### src/rtl/systolic_feeder.sv
`default_nettype none
// +--------------------------------------------------------------------------+
// | Module      : systolic_feeder                                            |
// | Description : Input-side sequencer for an N_SIZE x N_SIZE output-        |
// |               stationary systolic array. Buffers complete matrices A and |
// |               B, clears the array accumulators, then drives the          |
// |               diagonal-skewed per-row A / per-column B operand streams   |
// |               and pulses done when the array result is final.            |
// | Revision    : 1.0  initial release                                       |
// +--------------------------------------------------------------------------+
// | Ports                                                                    |
// |   clk         in   clock, all state on the rising edge                   |
// |   rst         in   asynchronous active-high reset                        |
// |   load_valid  in   load beat valid                                       |
// |   load_ready  out  beat accepted when load_valid && load_ready           |
// |   load_a      in   row k of A, A[k][m] at bits [m*DW +: DW]              |
// |   load_b      in   row k of B, B[k][m] at bits [m*DW +: DW]              |
// |   acc_clr_n   out  active-low accumulator clear to the array PEs         |
// |   feed_valid  out  high while skewed feed steps are driven               |
// |   feed_a      out  element i drives array row i                          |
// |   feed_b      out  element j drives array column j                       |
// |   done        out  one-cycle pulse, array result final this cycle        |
// +--------------------------------------------------------------------------+
module systolic_feeder #(
  parameter int DATAWIDTH = 16,
  parameter int N_SIZE    = 5
) (
  input  logic                               clk,
  input  logic                               rst,
  input  logic                               load_valid,
  output logic                               load_ready,
  input  logic [N_SIZE*DATAWIDTH-1:0]        load_a,
  input  logic [N_SIZE*DATAWIDTH-1:0]        load_b,
  output logic                               acc_clr_n,
  output logic                               feed_valid,
  output logic [N_SIZE-1:0][DATAWIDTH-1:0]   feed_a,
  output logic [N_SIZE-1:0][DATAWIDTH-1:0]   feed_b,
  output logic                               done
);

  // One counter serves beats (0..N-1), feed steps (0..2N-2) and flush
  // cycles (0..N-2); 2N-2 is the largest value it ever holds.
  localparam int CW = $clog2(2 * N_SIZE);

  localparam logic [CW-1:0] c_LAST_BEAT  = CW'(N_SIZE - 1);
  localparam logic [CW-1:0] c_LAST_STEP  = CW'(2 * N_SIZE - 2);
  localparam logic [CW-1:0] c_LAST_FLUSH = CW'(N_SIZE - 2);
  localparam logic [CW-1:0] c_ONE        = CW'(1);

  typedef enum logic [2:0] {
    S_LOAD  = 3'd0,
    S_CLEAR = 3'd1,
    S_FEED  = 3'd2,
    S_FLUSH = 3'd3,
    S_DONE  = 3'd4
  } state_t;

  state_t                                         state_q, state_d;
  logic [CW-1:0]                                  cnt_q, cnt_d;
  logic [N_SIZE-1:0][N_SIZE-1:0][DATAWIDTH-1:0]   a_mem_q, b_mem_q;
  logic [N_SIZE-1:0][DATAWIDTH-1:0]               feed_a_q, feed_a_d;
  logic [N_SIZE-1:0][DATAWIDTH-1:0]               feed_b_q, feed_b_d;
  logic                                           feed_valid_q;
  logic                                           done_q;
  logic                                           clr_n_q;
  logic                                           w_load_fire;

  assign load_ready  = (state_q == S_LOAD);
  assign w_load_fire = (state_q == S_LOAD) && load_valid;

  // --------------------------------------------------------------------------
  // Next-state / counter logic
  // --------------------------------------------------------------------------
  always_comb begin
    state_d = state_q;
    cnt_d   = cnt_q;
    case (state_q)
      S_LOAD: begin
        if (load_valid) begin
          if (cnt_q == c_LAST_BEAT) begin
            state_d = S_CLEAR;
            cnt_d   = '0;
          end else begin
            cnt_d = cnt_q + c_ONE;
          end
        end
      end
      S_CLEAR: begin
        state_d = S_FEED;
        cnt_d   = '0;
      end
      S_FEED: begin
        if (cnt_q == c_LAST_STEP) begin
          state_d = S_FLUSH;
          cnt_d   = '0;
        end else begin
          cnt_d = cnt_q + c_ONE;
        end
      end
      S_FLUSH: begin
        if (cnt_q == c_LAST_FLUSH) begin
          state_d = S_DONE;
          cnt_d   = '0;
        end else begin
          cnt_d = cnt_q + c_ONE;
        end
      end
      S_DONE: begin
        state_d = S_LOAD;
        cnt_d   = '0;
      end
      default: begin
        state_d = S_LOAD;
        cnt_d   = '0;
      end
    endcase
  end

  // --------------------------------------------------------------------------
  // Skewed operand selection for the step about to be presented. Row i sees
  // A[i][m] at step t = i+m; column j sees B[k][j] at step t = j+k. Looking
  // ahead at state_d/cnt_d lets the outputs come straight from flops while
  // still lining up with the FEED cycle they belong to.
  // --------------------------------------------------------------------------
  always_comb begin
    feed_a_d = '0;
    feed_b_d = '0;
    if (state_d == S_FEED) begin
      for (int i = 0; i < N_SIZE; i++) begin
        for (int m = 0; m < N_SIZE; m++) begin
          if (int'(cnt_d) == i + m) begin
            feed_a_d[i] = a_mem_q[i][m];
            feed_b_d[i] = b_mem_q[m][i];
          end
        end
      end
    end
  end

  // --------------------------------------------------------------------------
  // State, storage and registered outputs
  // --------------------------------------------------------------------------
  always_ff @(posedge clk or posedge rst) begin
    if (rst) begin
      state_q      <= S_LOAD;
      cnt_q        <= '0;
      a_mem_q      <= '0;
      b_mem_q      <= '0;
      feed_a_q     <= '0;
      feed_b_q     <= '0;
      feed_valid_q <= 1'b0;
      done_q       <= 1'b0;
      clr_n_q      <= 1'b1;
    end else begin
      state_q      <= state_d;
      cnt_q        <= cnt_d;
      feed_a_q     <= feed_a_d;
      feed_b_q     <= feed_b_d;
      feed_valid_q <= (state_d == S_FEED);
      done_q       <= (state_d == S_DONE);
      // Clear comes from its own flop so the PE reset never sees decode glitches.
      clr_n_q      <= (state_d != S_CLEAR);
      if (w_load_fire) begin
        for (int k = 0; k < N_SIZE; k++) begin
          if (int'(cnt_q) == k) begin
            a_mem_q[k] <= load_a;
            b_mem_q[k] <= load_b;
          end
        end
      end
    end
  end

  assign feed_a     = feed_a_q;
  assign feed_b     = feed_b_q;
  assign feed_valid = feed_valid_q;
  assign done       = done_q;
  assign acc_clr_n  = clr_n_q;

endmodule
`default_nettype wire
### config.mk
export PLATFORM = sky130hd
export DESIGN_NAME = systolic_feeder
export DESIGN_NICKNAME = d
export VERILOG_FILES = /design/src/rtl/systolic_feeder.sv
export SDC_FILE = /design/constraint.sdc
export NUM_CORES = 2
export LEC_CHECK = 0
export CAP_MARGIN = 20
export CORE_UTILIZATION = 50
export DETAILED_ROUTE_END_ITERATION = 16
export PLACE_DENSITY = 0.73
export SLEW_MARGIN = 0
export SYNTH_ARGS = -nofsm -noshare
export SYNTH_HDL_FRONTEND = slang
export SYNTH_SLANG_ARGS = --single-unit
### constraint.sdc
create_clock -name clk -period 45 [get_ports clk]
set_clock_uncertainty 0.05 [all_clocks]
set_input_delay 13.5 -clock clk [delete_from_list [all_inputs] [get_ports clk]]
set_output_delay 13.5 -clock clk [all_outputs]
set_load 0.03 [all_outputs]
Word-level counts from Yosys, hierarchy flattened
Cells that the tools add are included.
W data, S select, Z words.
- flip-flop bits (word level): 970
- bits of input ports: 163
- muxes and demuxes: 62
- add/sub/neg operators: 1
- equal/unequal tests: 21
- reductions and logical operators: 9
- operator list (cell ; count):
    $mux W16 ; 50
    $mux W80 ; 2
    $eq A4 B4 Y1 const B ; 7
    $eq A4 B3 Y1 const B ; 5
    $mux W4 ; 4
    $eq A4 B2 Y1 const B ; 3
    $mux W3 ; 4
    $pmux W3 S4 ; 1
    $pmux W4 S3 ; 1
    $reduce_and A2 Y1 ; 5
    $eq A3 B2 Y1 const B ; 3
    $logic_not A4 Y1 ; 2
    $add A4 B1 Y4 const B ; 1
    $eq A3 B1 Y1 const B ; 1
    $eq A3 B3 Y1 const B ; 1
    $logic_not A3 Y1 ; 1
    $ne A3 B1 Y1 const B ; 1
    $logic_and A1 B1 Y1 ; 1

Logic depth before layout (Yosys ltp)
- depth after elaboration: 11
- depth in mapped cells: 13

Least setup slack after synthesis
No wires, ideal clock.
- path type: input -> register
- start: input port load_valid
- end: register feed_a_q (netlist bit feed_a[32])
- cell stages on the path: 11
- buffers on the path: 4
- slack: 29173 ps
- required time: 44827 ps
- library setup time: 123 ps
- arrival time: 15654 ps
- path through: clkbuf_1 mux2_2 and3_1 buf_2 a21oi_2 inv_2 buf_2 nand2_1 buf_1 a21oi_1 o221a_2
- RTL lines (what ; line ; source):
    start: declaration ; 30 ; input logic load_valid,
    end signal: assignment ; 149 ; feed_a_q <= '0;
    end signal: assignment ; 157 ; feed_a_q <= feed_a_d;
    end: declaration ; 61 ; logic [N_SIZE-1:0][DATAWIDTH-1:0] feed_a_q, feed_a_d;

==> results.tsv <==
metric	value	unit
Slew HR	0.212	
post-synth top area cell	dfrtp_1	
Vias	29500	
setup TNS	0	ns
Placed Cells incl. Taps	4305	
Finished Cell Area	49700	µm²
die area	85000	µm²
die height	292	µm
async set-reset flop share out of synthesis	1.00	
Pleak	22.9	nW
post-synth cell types	56	
Routed Antenna Nets	0	
Initial Util	0.508	
total routed wirelength	129000	µm
largest net degree at the start of global routing	199	
Clock Sinks	970	
DR DRC count	0	
Total Routing Usage GR	0.302	
met1 WL	49900	µm
Final Total Pwr	4.03	mW
synthesized flop and latch total	970	
most frequent cells in the layout	dfrtp_1, mux2_2, clkdlybuf4s50_1	
syn nets	3311	
# IOs	327	
Max clock buf depth	3	
final net count	3510	
largest family of logic cells by synthesized area	multiplexers	
fin. max-slew vios	0	
IO buf count	326	
root buf cell	clkbuf_16	
XOR/XNOR Fraction of Synth Area	0.000418	
max-cap violation count	0	
syn_area_per_cell	13.3	µm²
CP arrival	18.13	ns
P&R area growth vs syn	18.4	%
Mapped Cells	3144	
Congestion Overflow GR	0	
Post-Syn Area	41900	µm²
CTS buffer count	99	
Slew @ Worst Pin	1.18	ns
Pwr Density	81.1	nW/µm²
1st-iter DRT viols	2513	
Met3 Routed Length	10200	µm
final setup fails	0	
layout cells sized above 1	0.338	
Post-Synth Simple-Gate Area	0.0496	
fin crit period	17.56	ns
Yosys top cell area share	0.578	
Die Width	292	µm
maximum vdd ir drop	0.000116	V
crit path kind	input port to flop	
crit share post-route	0.390	
CTS clk-pin slew, worst paths	0.06	ns
status	finished, final reports clean	
Max Fclk	0.0569	GHz
hold_buf cts	0	
top cells by area, synth	dfrtp_1, mux2_2, o221a_2	
Finished Layout Cells	4506	
TritonCTS clock tree	built	
unrepaired setup endpoints after global routing	no	
RD Place Congestion	0.837	
post-synthesis compound-gate area fraction	0.117	
vias in the first global route	30900	
DP HPWL	75700	µm
CTS resizes	0	
Worst setup EP type	flop	
post-synthesis sequential area ratio	0.579	
Startpoint Class	input port	
min-delay worst type	flop to flop	
Hold Violations, Final	0	
Yosys warnings	0	
adder-cell share of the synthesized area	0.00119	
Skew-Pair Late Insertion Delay	0.68	ns
DRT Pass-1 Iters	5	
Most used DFF post-synth	dfrtp_1	
Critical Path RT	45.57	ns
H-tree Lvls	3	
initial antenna violation count	16	
core area	82500	µm²
uppermost layer routed	met5	
routed wl met2	63600	µm
EDFF count, synth	0	
num rows	105	
first-pass GRT wire length	195000	µm
commonest non-fill, non-tap cell in the layout	dfrtp_1	
CP max FO	62	
vias per inst	6.54	
post-CTS setup buffer count	0	
Area after DPL	46000	µm²
Routed wire per std cell	28.6	µm
mux cell area share after synthesis	0.224	
## flip-flops by register name (all words and copies together), names as in the netlist
register,cells
a_mem_q,400
b_mem_q,400
feed_a,80
feed_b,80
cnt_q,4
state_q,3
acc_clr_n,1
done,1
feed_valid,1
## power breakdown
group | internal, mW | leakage (nW) | switching [mW]
sequential | 1.21 | 13.0 | 0.176
combinational | 0.652 | 8.22 | 1.14
clock | 0.498 | 1.69 | 0.359
## worst max-delay path, cell delays in order
cell and delay, ns:
clkdlybuf4s50_1 0.70, mux2_2 0.40, and3_2 0.24, a21oi_4 0.70
buf_4 0.80, nand3_2 0.64, buf_4 0.47, a311oi_1 0.35
o221a_2 0.23
## per-layer routing
layer / vias up / GRT usage
met4: 16 / 0.128
met2: 1340 / 0.498
met3: 304 / 0.0526
li1: 12300 / -
met5: - / 0
met1: 15500 / 0.395
## final timing paths
check                                          from                       end  slack, ns  cells after the start
max reg2reg                      cnt_q[0]$_DFF_PP0_      feed_a[57]$_DFF_PP0_      39.90                     11
min                        a_mem_q[390]$_DFFE_PP0P_      feed_a[70]$_DFF_PP0_       0.41                      1
max                                      load_valid      feed_a[47]$_DFF_PP0_      27.44                      9
min reg2reg                a_mem_q[390]$_DFFE_PP0P_      feed_a[70]$_DFF_PP0_       0.41                      1
min in group asynchronous                       rst      feed_b[21]$_DFF_PP0_      13.30                      2
max in group asynchronous                       rst  b_mem_q[379]$_DFFE_PP0P_      28.65                      6
## metrics by stage
| stage | worst slack (ns) | hold slack [ns] | utilization |
|---|---|---|---|
| 2_1_floorplan | 4.17 | 0.401 | - |
| 3_3_place_gp | 27.03 | 0.412 | 0.557 |
| 3_5_place_dp | 26.89 | 0.413 | 0.558 |
| 4_1_cts | 27.49 | 0.411 | 0.599 |
| 5_1_grt | 27.41 | 0.438 | 0.602 |
| 6_report | 27.44 | 0.410 | 0.602 |
## synthesized netlist by cell type, types with 33 or more instances
library cell / instances
buf_1: 54
o21ai_0: 87
and3_1: 35
nand4_1: 100
o221a_2: 71
clkbuf_1: 196
mux2_2: 826
nor3_1: 33
o311ai_0: 34
a311oi_1: 34
nand2_1: 78
a31oi_1: 33
buf_2: 39
a211oi_1: 33
a21oi_1: 102
nand3_1: 45
dfrtp_1: 969
## layout make-up
cell class / count / area [µm²]
fill: 6256 / 32800
sequential: 970 / 24300
multi-input combinational: 1872 / 16600
timing repair buffer: 388 / 3910
clock buffer: 141 / 2860
tap: 1070 / 1340
clock inverter: 43 / 579
inverter: 12 / 68.8
antenna: 10 / 25.0
## cell families (layout without fill, tap and decap cells)
| logic type | count (synthesis) | count (layout) |
|---|---|---|
| buf+inv | 302 | 584 |
| simple gates | 369 | 369 |
| flops | 970 | 970 |
| xor+xnor | 2 | 2 |
| fa+ha+maj | 4 | 4 |
| other cells | 0 | 10 |
| compound gates | 661 | 661 |
| mux | 836 | 836 |
No activity file was read; power rests on OpenSTA's default activity.
